--- config.mk ---
export PLATFORM = sky130hd
export DESIGN_NAME = fir_coef_ctrl
export DESIGN_NICKNAME = d
export VERILOG_FILES = /design/src/rtl/fir_coef_ctrl.sv
export SDC_FILE = /design/constraint.sdc
export NUM_CORES = 1
export LEC_CHECK = 0
export ABC_AREA = 1
export CORE_MARGIN = 2
export CORE_UTILIZATION = 25
export DETAILED_ROUTE_END_ITERATION = 12
export PLACE_DENSITY_LB_ADDON = 0.3
export SLEW_MARGIN = 10
export SYNTH_ARGS = -nofsm -noshare
export SYNTH_HDL_FRONTEND = slang
export SYNTH_SLANG_ARGS = --single-unit
--- constraint.sdc ---
create_clock -name CLK -period 1.86 [get_ports CLK]
set_input_delay 0.186 -clock CLK [delete_from_list [all_inputs] [get_ports CLK]]
set_output_delay 0.186 -clock CLK [all_outputs]
set_load 0.05 [all_outputs]
--- src/rtl/fir_coef_ctrl.sv ---
// Coefficient loader and swap sequencer for the 11-tap FIR.
// A new coefficient set is collected word by word into a shadow bank.
// It is copied into the active b bus only after the sample stream has
// been idle long enough to drain the FIR pipeline. An optional zero
// flush then clears the FIR delay line.
module fir_coef_ctrl #(
  parameter int NB       = 11,
  parameter int N_TAPS   = 11,
  parameter int LAT      = 2,
  parameter bit FLUSH_EN = 1'b1
) (
  input  logic                 CLK,
  input  logic                 RST_n,
  input  logic                 CFG_START,
  input  logic                 CFG_VALID,
  input  logic [NB-1:0]        CFG_DATA,
  output logic                 CFG_READY,
  input  logic [NB-1:0]        DIN_UP,
  input  logic                 VIN_UP,
  output logic [NB-1:0]        DIN,
  output logic                 VIN,
  output logic [0:N_TAPS*NB-1] b,
  output logic                 HOLD,
  output logic                 BUSY,
  output logic                 CFG_DONE,
  output logic                 ERR
);

  localparam int WW = $clog2(N_TAPS + 1);
  localparam int IW = (LAT < 1) ? 1 : $clog2(LAT + 1);
  localparam int FW = (N_TAPS < 3) ? 1 : $clog2(N_TAPS);

  localparam logic [WW-1:0] WIDX_ZERO = WW'(0);
  localparam logic [WW-1:0] WIDX_ONE  = WW'(1);
  localparam logic [WW-1:0] WIDX_LAST = WW'(N_TAPS - 1);
  localparam logic [WW-1:0] WIDX_MAX  = WW'(N_TAPS);
  localparam logic [IW-1:0] ICNT_ZERO = IW'(0);
  localparam logic [IW-1:0] ICNT_ONE  = IW'(1);
  localparam logic [IW-1:0] ICNT_MAX  = IW'(LAT);
  localparam logic [FW-1:0] FCNT_ZERO = FW'(0);
  localparam logic [FW-1:0] FCNT_ONE  = FW'(1);
  localparam logic [FW-1:0] FCNT_LAST = FW'(N_TAPS - 2);

  typedef enum logic [1:0] {
    IDLE  = 2'd0,
    LOAD  = 2'd1,
    ARMED = 2'd2,
    FLUSH = 2'd3
  } state_t;

  state_t                 state_r;
  state_t                 state_s;
  logic [WW-1:0]          widx_r;
  logic [WW-1:0]          widx_s;
  logic [IW-1:0]          icnt_r;
  logic [IW-1:0]          icnt_s;
  logic [FW-1:0]          fcnt_r;
  logic [FW-1:0]          fcnt_s;
  logic                   accept_s;
  logic                   swap_s;
  logic                   err_s;
  logic [NB-1:0]          shadow_r [N_TAPS];
  logic [0:N_TAPS*NB-1]   b_r;
  logic [NB-1:0]          din_r;
  logic                   vin_r;
  logic                   cfg_ready_r;
  logic                   hold_r;
  logic                   busy_r;
  logic                   cfg_done_r;
  logic                   err_r;

  // Next state, counter updates and the accept/swap strobes
  always_comb begin
    state_s  = state_r;
    widx_s   = widx_r;
    icnt_s   = icnt_r;
    fcnt_s   = fcnt_r;
    accept_s = 1'b0;
    swap_s   = 1'b0;
    case (state_r)
      IDLE: begin
        icnt_s = ICNT_ZERO;
        fcnt_s = FCNT_ZERO;
        if (CFG_START) begin
          state_s = LOAD;
          widx_s  = WIDX_ZERO;
        end else begin
          state_s = IDLE;
        end
      end
      LOAD: begin
        if (CFG_VALID && cfg_ready_r) begin
          accept_s = 1'b1;
          if (widx_r != WIDX_MAX) begin
            widx_s = widx_r + WIDX_ONE;
          end else begin
            widx_s = widx_r;
          end
          if (widx_r == WIDX_LAST) begin
            state_s = ARMED;
            icnt_s  = ICNT_ZERO;
          end else begin
            state_s = LOAD;
          end
        end else begin
          state_s = LOAD;
        end
      end
      ARMED: begin
        // Any upstream sample restarts the idle-run measurement
        if (VIN_UP) begin
          icnt_s = ICNT_ZERO;
        end else if (icnt_r != ICNT_MAX) begin
          icnt_s = icnt_r + ICNT_ONE;
        end else begin
          icnt_s = icnt_r;
        end
        if (icnt_s == ICNT_MAX) begin
          swap_s  = 1'b1;
          state_s = FLUSH_EN ? FLUSH : IDLE;
          fcnt_s  = FCNT_ZERO;
        end else begin
          state_s = ARMED;
        end
      end
      FLUSH: begin
        if (fcnt_r == FCNT_LAST) begin
          state_s = IDLE;
          fcnt_s  = FCNT_ZERO;
        end else begin
          state_s = FLUSH;
          fcnt_s  = fcnt_r + FCNT_ONE;
        end
      end
      default: begin
        state_s = IDLE;
      end
    endcase
  end

  // Protocol violations: restart request while busy, or a sample arriving during flush
  assign err_s = (CFG_START && (state_r != IDLE)) || (VIN_UP && (state_r == FLUSH));

  // State and counter registers
  always_ff @(posedge CLK) begin
    if (!RST_n) begin
      state_r <= IDLE;
      widx_r  <= WIDX_ZERO;
      icnt_r  <= ICNT_ZERO;
      fcnt_r  <= FCNT_ZERO;
    end else begin
      state_r <= state_s;
      widx_r  <= widx_s;
      icnt_r  <= icnt_s;
      fcnt_r  <= fcnt_s;
    end
  end

  // Shadow bank collects the incoming set; first accepted word is b0
  always_ff @(posedge CLK) begin
    if (!RST_n) begin
      for (int i = 0; i < N_TAPS; i++) begin
        shadow_r[i] <= {NB{1'b0}};
      end
    end else if (accept_s) begin
      shadow_r[widx_r] <= CFG_DATA;
    end else begin
      shadow_r <= shadow_r;
    end
  end

  // Active bank changes only on the swap edge so the FIR never sees a mixed set
  always_ff @(posedge CLK) begin
    if (!RST_n) begin
      b_r <= {(N_TAPS*NB){1'b0}};
    end else if (swap_s) begin
      for (int i = 0; i < N_TAPS; i++) begin
        b_r[i*NB +: NB] <= shadow_r[i];
      end
    end else begin
      b_r <= b_r;
    end
  end

  // Sample path: zero-valued flush samples, drop anything arriving mid-flush, else pass through
  always_ff @(posedge CLK) begin
    if (!RST_n) begin
      din_r <= {NB{1'b0}};
      vin_r <= 1'b0;
    end else if (state_s == FLUSH) begin
      din_r <= {NB{1'b0}};
      vin_r <= 1'b1;
    end else if (state_r == FLUSH) begin
      din_r <= {NB{1'b0}};
      vin_r <= 1'b0;
    end else begin
      din_r <= DIN_UP;
      vin_r <= VIN_UP;
    end
  end

  // Status flags registered from the upcoming state so they line up with it
  always_ff @(posedge CLK) begin
    if (!RST_n) begin
      cfg_ready_r <= 1'b0;
      hold_r      <= 1'b0;
      busy_r      <= 1'b0;
      cfg_done_r  <= 1'b0;
      err_r       <= 1'b0;
    end else begin
      cfg_ready_r <= (state_s == LOAD);
      hold_r      <= (state_s == ARMED) || (state_s == FLUSH);
      busy_r      <= (state_s != IDLE);
      cfg_done_r  <= swap_s;
      err_r       <= err_s;
    end
  end

  assign CFG_READY = cfg_ready_r;
  assign DIN       = din_r;
  assign VIN       = vin_r;
  assign b         = b_r;
  assign HOLD      = hold_r;
  assign BUSY      = busy_r;
  assign CFG_DONE  = cfg_done_r;
  assign ERR       = err_r;

endmodule

# After elaboration in Yosys (flattened, before gate mapping)
# Index checks and enable logic that the tools add are counted.
classes:
  multipliers: 0
  mux: 28
  shift: 0
  bitwise_logic: 2
  eq_ne: 16
  addsub: 3
  div: 0
  reduce_logical: 16
  magnitude_cmp: 2
ops:
  columns: ["cell", "count"]
  rows:
  - ["$bwmux 121", 1]
  - ["$demux 11 s4", 1]
  - ["$mux 4", 5]
  - ["$mux 2", 8]
  - ["$ne 2x2->1 const B", 6]
  - ["$pmux 4 s3", 1]
  - ["$mux 11", 1]
  - ["$eq 2x2->1 const B", 5]
  - ["$add 4x1->4 const B", 2]
  - ["$eq 4x4->1 const B", 2]
  - ["$mux 1", 8]
  - ["$pmux 2 s4", 1]
  - ["$pmux 4 s2", 1]
  - ["$pmux 2 s3", 1]
  - ["$reduce_bool 2->1", 3]
  - ["$reduce_bool 3->1", 2]
  - ["$ge 5x5->1 const B", 1]
  - ["$lt 5x1->1 const B", 1]
  - ["$not 4->5", 1]
  - ["$eq 2x1->1 const B", 2]
  - ["$logic_and 1x1->1", 4]
  - ["$ne 4x4->1 const B", 1]
  - ["$reduce_and 4->1", 1]
  - ["$reduce_and 3->1", 1]
  - ["other kinds (6)", 7]
totals:
  latch_bits: 0
  reg_bits: 271
  out_inout_bits: 138
  mem_bits_ro: 0
  mem_count: 0
  wordCells: 90
  mem_bits_rw: 0

# Longest topological paths before layout
logic_depth:
  word_depth: 9
  mapped_depth: 10
  mapped_depth_nobuf: 10

# Least setup slack after synthesis
# Ideal clock, no wire load.
synth_path:
  path_type: "register to register"
  startpoint: "register state_r[1]"
  endpoint: "register shadow_r[11] (netlist bit)"
  setup_slack_ns: -0.006
  stages_incl_launch_ff: 10
  required_ns: 1.744
  arrival_ns: 1.750
  period_less_slack_ns: 1.866
  n_path_buf: 1
  path_cell_list: "dfxtp_1 -> inv_1 -> ha_1 -> inv_2 -> nor2_4 -> inv_2 -> nor3_2 -> buf_4 -> o21ai_0 -> nor2_1"
synth_via:
  elab_chain_len: 2
synth_rtl:
  columns: ["element", "line_no", "rtl"]
  rows:
  - ["start, declared", "51", "state_t state_r;"]
  - ["start signal, assigned", "152", "state_r <= state_s;"]
  - ["$eq 2x1->1", "80", "case (state_r)"]
  - ["$mux 1", "80", null]
  - ["end signal, assigned by index", "163", "shadow_r[i] <= {NB{1'b0}};"]
  - ["end signal, assigned", "168", "shadow_r <= shadow_r;"]
  - ["end, declared", "62", "logic [NB-1:0] shadow_r [N_TAPS];"]
# Every way passes these cells.
# A chain may end at the register's enable or synchronous reset.

# Worst setup path in the final report
layout_path:
  startpoint: "register state_r[0]"
  endpoint: "register b_r (netlist bit b[76])"
layout_via:
  elab_chain_len: 2
layout_rtl:
  columns: ["element", "line_no", "rtl"]
  rows:
  - ["$eq 2x2->1", "80", null]
  - ["$mux 1", "80", null]
  - ["end signal, assigned", "175", "b_r <= {(N_TAPS*NB){1'b0}};"]
  - ["end signal, assigned by index", "178", "b_r[i*NB +: NB] <= shadow_r[i];"]
  - ["end signal, assigned", "181", "b_r <= b_r;"]
  - ["end, declared", "63", "logic [0:N_TAPS*NB-1] b_r;"]
# Every way passes these cells.

==> impl_metrics.tcl <==
set metrics [dict create \
    finalCritPeriodShare_pct 93.2 \
    critPathArrivalTime_ns 2.16 \
    synth_warnings 0 \
    min_from "DIN_UP[4]" \
    grt_pass1_wl_um 43400 \
    synthFlopType "dfxtp_1" \
    wl_um 27800 \
    max_freq_mhz 577 \
    core-area_mm2 0.0386 \
    post-route-util_pct 33.4 \
    synth-simple-area-share_pct 23.2 \
    worstSetupStartpoint "state_r[0]" \
    rr_worst_depth 8 \
    synth.avg_cell_area_um2 7.82 \
    start_util_pct 25.3 \
    first_pass_iters 5 \
    gr-usage-met3_pct 3.03 \
    syn_inst 1251 \
    tritoncts "built" \
    final_nets 1440 \
    grt-ovfl-total 0 \
    fp.dieW_um 202 \
    synthTopCellsByArea "dfxtp_1, nor2_1, o21ai_0" \
    fillers 4082 \
    synth_seq_cells 270 \
    io_buffers 164 \
    place_hpwl_um 18200 \
    synth-seq-area-share_pct 55.3 \
    area_growth_pct 32.1 \
    yosys.area_share.xor_xnor_pct 0.0896 \
    setup-violations-final 0 \
    synthAdderAreaFrac_pct 1.41 \
    hold_slack_ns 0.147 \
    critPathLaunchType "flip-flop" \
    wl_per_cell_um 14.3 \
    p_switching_w 0.00278 \
    r2r_start "state_r[0]" \
    crit_type "reg -> reg" \
    die_h_um 202 \
    use_met1_pct 17.7 \
    grt_max_degree 101 \
    clk_path_buf_depth 3 \
    min_period_ns 1.73 \
    worstMarginPinSlew_ns 0.557 \
    hold_end "DIN[4]" \
    synth_common_cells "nor2_1, dfxtp_1, o21ai_0, o21ai_1, inv_1" \
    synth-edff-count 0 \
    numCtsBuffers 31 \
    slew_violations 0 \
    hold_class "in -> reg" \
    holdPathStages 3 \
    antenna_found_initial 1 \
    hold_viol 0 \
    final-seq-area_mm2 0.00541 \
    syn_nets 1289 \
    sw_frac_of_total_pct 22.2 \
    leakage_nw 5.77 \
    busiest_layer "met2" \
    comb_power_share_pct 4.8 \
    grt_use_total_pct 13.3 \
    worst_ir_drop_vdd_v 0.000582 \
    outcome "finished, final reports clean" \
    ios 165 \
    synth_compound_area_share_pct 13.3 \
    p_per_area_mw_per_mm2 968 \
    synth_cell_types 27 \
    p_int_w 0.00973 \
    cap_violations 0 \
    synthArstFlopShare_pct 0 \
    final_antenna_net_count 0 \
    multiInputGateArea_mm2 0.00376 \
    drc_errors 0 \
    synth_top_family_by_area "simple AND/OR/NAND/NOR gates" \
    cts_htree_levels 1 \
    routed_via_density 4.31 \
    yosysMostFrequentCell "nor2_1" \
    clockPowerShare_pct 48.5 \
    root_buffer "clkbuf_16" \
    fin_skew_ns 0.0188 \
    maxSlewHeadroom_pct 63.0 \
    power.share.sequential_pct 46.7 \
    worst-r2r-setup-slack_ns 0.13 \
    required_ns 2.28 \
    netlist_area_mm2 0.00978 \
    insertion_delay_ns 0.56 \
    dieArea_mm2 0.0407 \
    synth.largest_area_cell "dfxtp_1" \
    path_clk_slew_ns 0.06 \
    grt_setup_unrepaired "no" \
    grtUsageMet2_pct 21.4 \
    num_antenna_cells 0 \
    cts.sinks 270 \
    drive_above_1_share_pct 8.92 \
    cp_max_fo 51 \
    route.vias.total 8357 \
    synthMuxAreaShare_pct 0 \
    worst_setup_path_end_kind "flip-flop" \
    r2r_end "b[76]" \
    gp_congestion 0.736 \
    drtIter0Drc 474 \
    grt_pass1_vias 7862 \
    rows 72 \
    synth_top_area_share_pct 55.3 \
]
metrics by stage:
| step | total power (W) | instances | setup WS (ns) | instance area, um2 | setup TNS, ns |
|---|---|---|---|---|---|
| after detailed placement | 0.00657 | 1881 | -0.0573 | 12000 | -0.556 |
| after floorplan | 0.00632 | 1251 | 0.184 | 9780 | 0 |
| after CTS | 0.0127 | 1936 | 0.0290 | 12800 | 0 |
| after global routing | 0.0131 | 1941 | 0.00315 | 12900 | 0 |
| after global placement | 0.00657 | 1881 | -0.0370 | 12000 | -0.324 |
| final | 0.0125 | 1941 | 0.126 | 12900 | 0 |
layer usage:
layer / vias up / share of wire, % / routed length (um)
met5: - / 0.058 / 16
met1: 3842 / 47 / 13000
li1: 4275 / - / -
met2: 196 / 44 / 12200
met3: 42 / 6.5 / 1810
met4: 2 / 2.5 / 694
worst max-delay path by stage:
stage | depth (start not counted) | slack, ns | end
finish | 8 | 0.13 | b[76]
global route | 8 | 0.003 | b[107]
CTS | 9 | 0.03 | shadow_r[73]
detailed placement | 8 | -0.06 | shadow_r[62]
global placement | 8 | -0.04 | shadow_r[61]
floorplan | 8 | 0.18 | shadow_r[11]
critical path, stage by stage, from the launching register on:
cell and delay, ns:
dfxtp_1 0.34, inv_1 0.09, ha_1 0.22, inv_2 0.07, nor2_4 0.12, nand3_4 0.16, buf_12 0.22, o21ai_0 0.29
nor2_1 0.06
power by group through the flow:
| stage | combinational (W) | sequential [W] | clock [W] |
|---|---|---|---|
| 2_1_floorplan | 0.000283 | 0.00603 | 0 |
| 5_1_grt | 0.000659 | 0.00585 | 0.00655 |
| 3_5_place_dp | 0.000604 | 0.00597 | 0 |
| 6_report | 0.000602 | 0.00585 | 0.00606 |
| 4_1_cts | 0.000597 | 0.00584 | 0.00628 |
| 3_3_place_gp | 0.000602 | 0.00597 | 0 |
registers in the layout, indices dropped and copies added, names as in the netlist:
signal / count
b: 121
shadow_r: 121
DIN: 11
fcnt_r: 4
widx_r: 4
icnt_r: 2
state_r: 2
BUSY: 1
CFG_DONE: 1
CFG_READY: 1
ERR: 1
VIN: 1
area by class of cell:
class / instances / share of cell area, %
well taps: 518 / 5.02
inverters: 53 / 1.64
clock buffers: 45 / 6.64
clock inverters: 9 / 1.16
repair inverters: 2 / 0.116
multi-input cells: 840 / 29.1
flip-flops and latches: 270 / 41.8
repair buffers: 204 / 14.5
layout by cell type (no fill, tap or decap), types with 5 or more instances in the layout:
cell             count
dfxtp_1            269
o21ai_1             58
a21oi_1              9
buf_4               35
clkdlybuf4s50_1     25
dlygate4sd2_1      131
nand3_1             16
buf_12               8
clkinvlp_4           6
nor3_4               5
clkbuf_16           31
ha_1                10
clkbuf_1            11
inv_1               40
nand2_1             25
o21ai_0            190
nor2_1             505
inv_2                9
cell families after synthesis:
group	count (synthesis)
buffers and inverters	141
and+or+nand+nor	569
adders and majority gates	11
AOI/OAI and AO/OA	259
xor gates and xnor gates	1
DFF	270
what timing repair did:
action | 4_1_cts | 5_1_grt
buffers inserted | 0 | 3
gates cloned | 0 | 2
endpoints found under the hold margin | 18 | 0
pin swaps | 0 | 1
resized for setup | 132 | 23
endpoints found under the setup margin | 139 | 71
hold buffers | 1 | 0
No activity file was read; power rests on OpenSTA's default activity.
